`config.mk`:
```
export PLATFORM = sky130hd
export DESIGN_NAME = uart_rx_os
export DESIGN_NICKNAME = d
export VERILOG_FILES = /design/src/rtl/uart_rx_os.sv
export SDC_FILE = /design/constraint.sdc
export NUM_CORES = 1
export LEC_CHECK = 0
export CORE_ASPECT_RATIO = 1.2
export CORE_UTILIZATION = 40
export DETAILED_ROUTE_END_ITERATION = 10
export PLACE_DENSITY = 0.63
export SETUP_SLACK_MARGIN = 0.02
export SLEW_MARGIN = 15
export SYNTH_ARGS = -nofsm -noshare
export SYNTH_HDL_FRONTEND = slang
export SYNTH_SLANG_ARGS = --single-unit
```
`constraint.sdc`:
```
create_clock -name clk -period 3.8 [get_ports clk]
set_input_delay 0.76 -clock clk [delete_from_list [all_inputs] [get_ports clk]]
set_output_delay 0.76 -clock clk [all_outputs]
set_load 0.01 [all_outputs]
```
`src/rtl/uart_rx_os.sv`:
```
// uart_rx_os: oversampling UART receiver with configurable data width, parity, stop bits and break detection
module uart_rx_os #(
    parameter int         NB_DATA    = 8,
    parameter logic [1:0] PARITY     = 2'b00,
    parameter int         NB_STOP    = 1,
    parameter int         OVERSAMPLE = 16
) (
    input  logic               clk,
    input  logic               i_rst_n,
    input  logic               i_tick,
    input  logic               i_rx,
    output logic [NB_DATA-1:0] o_rx_data,
    output logic               o_rx_done,
    output logic               o_parity_err,
    output logic               o_frame_err,
    output logic               o_break
);
    localparam int TW = $clog2(OVERSAMPLE);
    localparam int BW = $clog2(NB_DATA + 1);
    localparam logic [TW-1:0] T_HALF = TW'(OVERSAMPLE / 2 - 1);
    localparam logic [TW-1:0] T_END  = TW'(OVERSAMPLE - 1);
    localparam logic [BW-1:0] B_LAST = BW'(NB_DATA - 1);
    localparam logic [BW-1:0] S_LAST = BW'(NB_STOP - 1);
    localparam logic PAR_EN  = (PARITY == 2'b01) || (PARITY == 2'b10);
    localparam logic PAR_ODD = (PARITY == 2'b10);

    typedef enum logic [2:0] {IDLE, START, DATA, PAR, STOP, WAIT_HIGH} state_t;

    state_t state, state_n;
    logic rx_meta, rx_s;
    logic [TW-1:0] tcnt;
    logic [BW-1:0] bcnt;
    logic [NB_DATA-1:0] shreg;
    logic par_bit, frame, frame_nxt, done, samp_mid, samp_end;

    always_ff @(posedge clk or negedge i_rst_n) begin
        if (!i_rst_n) begin
            rx_meta <= 1'b1;
            rx_s    <= 1'b1;
        end else begin
            rx_meta <= i_rx;
            rx_s    <= rx_meta;
        end
    end

    assign samp_mid  = i_tick && (tcnt == T_HALF);
    assign samp_end  = i_tick && (tcnt == T_END);
    assign frame_nxt = frame || !rx_s;
    assign done      = (state == STOP) && samp_end && (bcnt == S_LAST);

    always_comb begin
        state_n = state;
        case (state)
            IDLE:      state_n = rx_s ? IDLE : START;
            START:     state_n = samp_mid ? (rx_s ? IDLE : DATA) : START;
            DATA:      state_n = (samp_end && bcnt == B_LAST) ? (PAR_EN ? PAR : STOP) : DATA;
            PAR:       state_n = samp_end ? STOP : PAR;
            STOP:      state_n = done ? (frame_nxt ? WAIT_HIGH : IDLE) : STOP;
            WAIT_HIGH: state_n = rx_s ? IDLE : WAIT_HIGH;
            default:   state_n = IDLE;
        endcase
    end

    // A stop-bit 0 latches the frame flag; break additionally needs all-zero data and parity.
    always_ff @(posedge clk or negedge i_rst_n) begin
        if (!i_rst_n) begin
            state        <= IDLE;
            tcnt         <= '0;
            bcnt         <= '0;
            shreg        <= '0;
            par_bit      <= 1'b0;
            frame        <= 1'b0;
            o_rx_data    <= '0;
            o_rx_done    <= 1'b0;
            o_parity_err <= 1'b0;
            o_frame_err  <= 1'b0;
            o_break      <= 1'b0;
        end else begin
            state     <= state_n;
            o_rx_done <= done;
            if (state_n != state)
                tcnt <= '0;
            else if (i_tick && state != IDLE && state != WAIT_HIGH)
                tcnt <= (tcnt == T_END) ? '0 : tcnt + 1'b1;
            if (state_n != state)
                bcnt <= '0;
            else if (samp_end && (state == DATA || state == STOP))
                bcnt <= bcnt + 1'b1;
            if (state == DATA && samp_end)
                shreg <= {rx_s, shreg[NB_DATA-1:1]};
            if (state == IDLE)
                par_bit <= 1'b0;
            else if (state == PAR && samp_end)
                par_bit <= rx_s;
            if (state == IDLE)
                frame <= 1'b0;
            else if (state == STOP && samp_end && !rx_s)
                frame <= 1'b1;
            if (done) begin
                o_rx_data    <= shreg;
                o_parity_err <= PAR_EN && ((^shreg ^ par_bit) ^ PAR_ODD);
                o_frame_err  <= frame_nxt;
                o_break      <= (shreg == '0) && !par_bit && frame_nxt;
            end
        end
    end
endmodule

```
* Yosys cells after proc, flatten, opt, wreduce, memory -nomap -nowiden
Cells that the tools add are included.
** Storage, ports and cells
- Bits in writable memories :: 0
- Bits of input ports :: 4
- Output and inout bits :: 12
- Memory bits (read-only) :: 0
- Bits in latches :: 0
- Memories kept :: 0
- Word-level logic and storage cells :: 67
- Register bits after elaboration :: 34
** Cells by class
- $mul :: 0
- Divide/modulo/power cells :: 0
- Shifts and indexed selects :: 0
- Bitwise logic cells :: 0
- $add $sub $neg :: 2
- Eq/ne operators :: 10
- Reduce and logical (&&, ||, !) cells :: 25
- Multiplexer cells :: 18
- Order comparisons :: 0
** Operators by type and width (count)
- $mux 4 :: 5
- $pmux 3 s6 :: 1
- $mux 3 :: 5
- $logic_and 1x1->1 :: 13
- $add 4x1->4 const B :: 2
- $eq 4x3->1 const B :: 2
- $logic_not 8->1 :: 1
- $reduce_bool 2->1 :: 4
- $eq 3x2->1 const B :: 2
- $eq 3x3->1 const B :: 2
- $mux 1 :: 5
- $eq 4x4->1 const B :: 1
- $logic_not 4->1 :: 1
- $mux 2 :: 2
- $eq 3x1->1 const B :: 1
- $logic_not 3->1 :: 1
- $ne 3x3->1 :: 1
- $ne 3x3->1 const B :: 1
- $reduce_bool 3->1 :: 1
- $logic_not 1->1 :: 2
- $logic_or 1x1->1 :: 2

* Logic depth before layout (Yosys ltp)
Gate-level depths: netlist of the first run.
- Depth after elaboration :: 8
- Depth in mapped cells :: 8
- Mapped depth without buffers :: 7

* Least setup slack after synthesis of the first run
Ideal clock, no wire load.
- Path type :: input port to flip-flop
- Start point :: input port i_tick
- End point :: register o_rx_data[4]
- Required time :: 3.675 ns
- Stages :: 5
- Arrival :: 1.751 ns
- Setup time :: 0.125 ns
- Buffers on the path :: 1
- Slack :: 1.924 ns
- Cells stage by stage :: nand4_4 nor3_4 nand4_4 buf_6 mux2_4
** On the way
- Longest elaborated chain between the ends :: 3
** RTL lines
- start, declared :: line 10 : input logic i_tick,
- $logic_and 1x1->1 :: line 47 : assign samp_end = i_tick && (tcnt == T_END);
- $logic_and 1x1->1 (2 in series) :: line 49 : assign done = (state == STOP) && samp_end && (bcnt == S_LAST);
- end signal, assigned :: line 100 : o_rx_data <= shreg;
- end, declared :: line 12 : output logic [NB_DATA-1:0] o_rx_data,
No other way between the ends.
A chain may end at the register's enable or synchronous reset.

* Final worst setup path of the first run
- Start point :: input port i_tick
- End point :: register tcnt[3]
** On the way
- Longest elaborated chain between the ends :: 7
- Elaborated cells on any way between the ends :: 15
- Classes of those cells :: eq/ne (1); mux (6); reduce/logical (8)
** RTL lines
- $logic_and 1x1->1 :: line 47
- $logic_and 1x1->1 (2 in series) :: line 49
- $mux 3 :: line 58 : STOP: state_n = done ? (frame_nxt ? WAIT_HIGH : IDLE) : STOP;
- $pmux 3 s6 :: line 53 : case (state)
- $ne 3x3->1 :: line 81 : if (state_n != state)
- $mux 4 / $reduce_bool 2->1 (equally long branches)
- end signal, assigned :: line 84 : tcnt <= (tcnt == T_END) ? '0 : tcnt + 1'b1;
- end, declared :: line 31 : logic [TW-1:0] tcnt;
Several ways; a longest one is shown, not always the timed one.

==> results of run 1 <==
how the worst min path moves through the flow:
stage	endpoint	slack, ns	startpoint	cells past startpoint
after floorplan	rx_s	0.35	rx_meta	0
after global placement	rx_s	0.35	rx_meta	0
after detailed placement	rx_s	0.35	rx_meta	0
after CTS	rx_s	0.36	rx_meta	0
after global routing	rx_s	0.37	rx_meta	0
final	rx_s	0.36	rx_meta	0
layout by cell type, fill, tap and decap left out, types with 2 or more instances in the layout:
master,synthesis,layout
a211oi_1,2,2
ha_1,3,3
nor3_2,2,2
dfrtp_1,32,32
clkdlybuf4s50_1,0,14
nor4_1,2,2
xnor2_1,3,3
nand4_1,2,2
a21oi_1,7,7
nor2b_1,2,2
nor3_1,10,10
mux2i_1,3,3
mux2_4,4,4
nand4_4,2,2
clkbuf_8,0,6
o21ai_0,5,5
mux2_2,12,12
xor2_1,3,3
dfstp_2,2,2
nand2_1,5,5
inv_1,10,10
power breakdown:
part	internal [mW]	switching, mW	total (mW)
combinational	0.0460	0.0681	0.114
clock	0.146	0.128	0.274
sequential	0.384	0.0424	0.426
total	0.576	0.239	0.814
kinds of logic after synthesis:
group,Yosys count,synth area share [%]
multiplexers,19,13.5
AO/OA/AOI/OAI,26,11.2
buffers and inverters,17,4.96
other,1,0.225
flip-flops,34,51.2
XOR/XNOR,6,3.16
adder cells (fa/ha/maj),3,2.25
AND/OR/NAND/NOR,32,13.4
registers in the layout (all words and copies together) (netlist names):
signal	flops
o_break	1
o_rx_done	1
o_frame_err	1
frame	1
par_bit	1
shreg	8
state	3
tcnt	4
bcnt	4
rx_meta	1
o_rx_data	8
rx_s	1
cells in the mapped netlist (2+ instances only):
| cell type | instances |
|---|---|
| dfstp_2 | 2 |
| nand2_1 | 5 |
| xnor2_1 | 3 |
| xor2_1 | 3 |
| nor4_1 | 2 |
| dfrtp_1 | 32 |
| inv_1 | 10 |
| nand4_4 | 2 |
| mux2_2 | 12 |
| o21ai_0 | 5 |
| mux2i_1 | 3 |
| nand4_1 | 2 |
| a211oi_1 | 2 |
| nor2b_1 | 2 |
| buf_2 | 3 |
| mux2_4 | 4 |
| a21oi_1 | 7 |
| ha_1 | 3 |
| nor3_1 | 10 |
| nor3_2 | 2 |
| buf_4 | 2 |
critical path: stages:
cell	delay (ns)
clkdlybuf4s50_1	0.57
nand4_4	0.21
nor3_4	0.28
a21oi_1	0.10
mux2i_1	0.56
a211oi_1	0.12
per-layer routing:
layer	vias to the layer above	global-route usage, %	wire, um
met5	-	0	0
met4	0	6.31	24
met3	2	4.08	87
met2	18	24.3	1480
met1	531	21.5	1400
li1	525	-	-
final cells by class:
| cell class | count | area (um^2) |
|---|---|---|
| inverter | 10 | 37.5 |
| clock buffer | 6 | 82.6 |
| timing repair buffer | 15 | 148 |
| clock inverter | 2 | 12.5 |
| sequential | 34 | 853 |
| multi-input combinational | 87 | 729 |
| fill | 387 | 2040 |
| tap | 54 | 67.6 |
==> metrics.cfg, run 1 <==
[place]
dpl_cell_area_um2 = 1840
placedCellCount = 200
place.port_buffers = 14
gp_congestion = 0.873
hpwl_um = 2080
dp_slack_ns = 1.05

[setup_path]
r2r_start = tcnt[0]
crit_path_end_kind = flop
crit_type = input port to flop
crit_start = i_tick
rr_endpoint = tcnt[3]
worstPathArrival_ns = 2.60
ff2ff_setup_slack_ns = 1.64
crit_fanout = 8
cp-start-kind = input port
crit_path_end = tcnt[3]
crit_required_ns = 3.92
reg2reg_depth = 6

[global_routing]
grtUsageTotal_pct = 15.9
grt_overflow = 0
grt_pass1_wl_um = 5240
grt_pass1_vias = 1118
antenna_found_initial = 0
grt_max_degree = 35

[cts]
postCtsSetupRepairBufs = 0
cts_tree = built
clk_pin_slew_ns = 0.07
post_cts_resized = 0
cts_max_path_buffers = 2
cts_root_buf = clkbuf_8
clock_latency_ns = 0.28
ctsHoldBuffers = 0
h-tree-depth = 2
cts_sinks = 34
cts_buffers = 5

[floorplanning]
design.die.area_um2 = 4430
core_region_area_um2 = 3970
die_x_um = 60.9
die_h_um = 72.7
num_rows = 25
top_level_ports = 16
start_util_pct = 41.9

[layout]
syn_to_final_growth_pct = 15.9
stdcell_count = 208
final_area_um2 = 1930
diodes = 0
finish.utilization_pct = 48.6
fin_nets = 160
drive_gt1_share_pct = 23.4

[synthesis]
ys.flop_type = dfrtp_1
synth-seq-cells = 34
synth.yosys.seq_area_share_pct = 51.2
synth_edf_count = 0
syn_inst = 138
avgSynthCellArea_um2 = 12.1
synth.distinct_cells = 43
ys_warn_count = 0
yosys.area.top_type = dfrtp_1
synth.cell_area_um2 = 1670
ys_async_sr_fraction_pct = 100
synth_fp_nets = 145
yosysTopAreaCellShare_pct = 48.1
synth.area.top_cells = dfrtp_1, mux2_2, mux2_4

[sta]
holdWs_ns = 0.361
max-slew-margin-rel_pct = 54.2
hold_viol_final = 0
tightest_slew_ns = 0.668
setup-tns-final_ns = 0
setup_slack_ns = 1.32
setup_violations = 0
period_minus_slack_ns = 2.48
fin_crit_sh_pct = 65.2
clock_skew_ns = 0.00603
maxSlewViolCount = 0
rsz0062_at_grt = false
fmax_mhz = 404

[detailed_routing]
via_per_inst = 5.17
wire_per_inst_um = 14.3
dr_total_vias = 1076
drc = 0
antenna_left = 0
wirelength_um = 2980
first_pass_iters = 4
first_iter_violations = 13

[hold_path]
hold_path.class = flop to flop

[pwr]
p_leak_nw = 0.854
ir_worst_vdd_mv = 0.203
p_total_mw = 0.814
p_per_area_nw_per_um2 = 422

[status]
status = complete, no violations

[run]
max_cap_violations = 0

No activity file was read; power rests on OpenSTA's default activity.
==> run 2, diff against run 1 <==
==> constraint.sdc (replaced) <==
create_clock -name clk -period 2.4 [get_ports clk]
set_input_delay 0.48 -clock clk [delete_from_list [all_inputs] [get_ports clk]]
set_output_delay 0.48 -clock clk [all_outputs]
set_load 0.01 [all_outputs]
==> run 2 against run 1 <==
Combinational power up 70%. Clock power up 75%. Hold slack worse by 0.0044 ns. First-iteration DRC count up 120%. Register-to-register slack worse by 1.3 ns.
==> metrics.cfg, run 2 (synthesized netlist as in run 1, its figures left out) <==
[detailed_routing]
dr_total_vias = 1134  ; +5.4%
first_pass_iters = 4  ; unchanged
drc = 0  ; unchanged
wire_per_inst_um = 14.4  ; +0.59%
via_per_inst = 5.37  ; +3.9%
wirelength_um = 3050  ; +2.0%
first_iter_violations = 28  ; +15
antenna_left = 0  ; unchanged

[sta]
fmax_mhz = 489
fin_crit_sh_pct = 85.2
rsz0062_at_grt = false
setup_violations = 0  ; unchanged
clock_skew_ns = 0.00645  ; +0.000421 ns
hold_viol_final = 0  ; unchanged
setup-tns-final_ns = 0  ; unchanged
maxSlewViolCount = 0  ; unchanged
period_minus_slack_ns = 2.05

[floorplanning]
design.die.area_um2 = 4430  ; unchanged
core_region_area_um2 = 3970  ; unchanged
die_h_um = 72.7  ; unchanged
start_util_pct = 41.9  ; unchanged
top_level_ports = 16  ; unchanged
die_x_um = 60.9  ; unchanged
num_rows = 25  ; unchanged

[layout]
largestRegisters = o_rx_data: 8 flops, shreg: 8 flops
seqCellArea_um2 = 853  ; unchanged
fin_nets = 163  ; +1.9%
final_common_cell = dfrtp_1
diodes = 0  ; unchanged
syn_to_final_growth_pct = 18.2
finish.utilization_pct = 49.5  ; +0.94 points
drive_gt1_share_pct = 24.8  ; +1.5 points
final_cell_mix = dfrtp_1, clkdlybuf4s50_1, mux2_2, inv_1, nor3_1
multi_input_area_um2 = 729  ; unchanged
fillCellCount = 357  ; -7.8%

[cts]
cts_root_buf = clkbuf_8
clk_pin_slew_ns = 0.06  ; about the same
cts_tree = built
ctsHoldBuffers = 0  ; unchanged
clock_latency_ns = 0.28  ; about the same
h-tree-depth = 2  ; unchanged
cts_sinks = 34  ; unchanged
cts_max_path_buffers = 2  ; unchanged
postCtsSetupRepairBufs = 0  ; unchanged
cts_buffers = 5  ; unchanged
post_cts_resized = 0  ; unchanged

[setup_path]
crit_path_end_kind = flop
crit_required_ns = 2.54  ; -1.38 ns
cp-start-kind = input port
crit_fanout = 8  ; unchanged
crit_type = input port to flop
worstPathArrival_ns = 2.19  ; -0.41 ns
reg2reg_depth = 6  ; unchanged

[global_routing]
grt_pass1_vias = 1180  ; +5.5%
antenna_found_initial = 0  ; unchanged
grt_max_degree = 35  ; unchanged
grt_pass1_wl_um = 5390  ; +2.7%
grt_overflow = 0  ; unchanged
grtUsageTotal_pct = 16.6  ; +0.65 points

[hold_path]
hold_path.class = flop to flop
whs_path_depth = 0  ; unchanged

[place]
place.port_buffers = 14  ; unchanged
hpwl_um = 2150  ; +3.6%
gp_congestion = 0.857  ; -1.8%

[run]
max_cap_violations = 0  ; unchanged

[pwr]
p_per_area_nw_per_um2 = 686  ; +63%
p_leak_nw = 0.879  ; +2.9%
ir_worst_vdd_mv = 0.472  ; +130%

[status]
status = complete, no violations

[run 2: cell count changes in the layout (fill, tap and decap cells not counted), sizes merged]
cell / before / now
buf: 1 / 4
clkinvlp: 1 / 0
clkinv: 1 / 0
clkbuf: 6 / 8
[run 2: critical path: stages]
cell and delay [ns]:
clkdlybuf4s50_1 0.57, nand4_4 0.17, o41ai_2 0.35, a21oi_1 0.14, o21ai_2 0.35, nor3_1 0.12
[run 2: final cells by class]
| class | instances | area share, % |
|---|---|---|
| tap | 54 | 3.43 |
| multi-input combinational | 87 | 37.1 |
| sequential | 34 | 43.4 |
| inverter | 10 | 1.91 |
| clock buffer | 8 | 5.59 |
| timing repair buffer | 18 | 8.65 |
[run 2: final timing paths]
path / slack (ns) / end / start
worst max-delay path: 0.35 / bcnt[1] / i_tick
worst min-delay path: 0.36 / rx_s / rx_meta
worst max register to register: 0.38 / bcnt[1] / tcnt[0]
worst min register to register: 0.36 / rx_s / rx_meta
max in group asynchronous: 1.44 / rx_meta / i_rst_n
min in group asynchronous: 0.61 / tcnt[3] / i_rst_n
[run 2: routing by layer]
layer	GRT usage [%]	part of all wire, %	vias up
met5	0	0	-
met4	6.06	1.7	0
met3	4.79	2.4	5
met2	25.9	50	16
met1	21.8	46	576
li1	-	-	537
[run 2: power by group]
part / switching (mW) / internal [mW] / leakage (nW)
combinational: 0.113 / 0.0812 / 0.362
sequential: 0.0677 / 0.608 / 0.460
clock: 0.190 / 0.289 / 0.0575
[run 2: through the flow]
step	instances	setup WS [ns]	total power [mW]	area [um^2]	hold WS (ns)
2_1_floorplan	138	0.588	0.818	1670	0.184
3_3_place_gp	203	0.135	0.863	1860	0.351
3_5_place_dp	203	0.0677	0.879	1860	0.348
4_1_cts	211	0.364	1.36	1970	0.358
5_1_grt	211	0.232	1.43	1970	0.364
6_report	211	0.354	1.35	1970	0.356
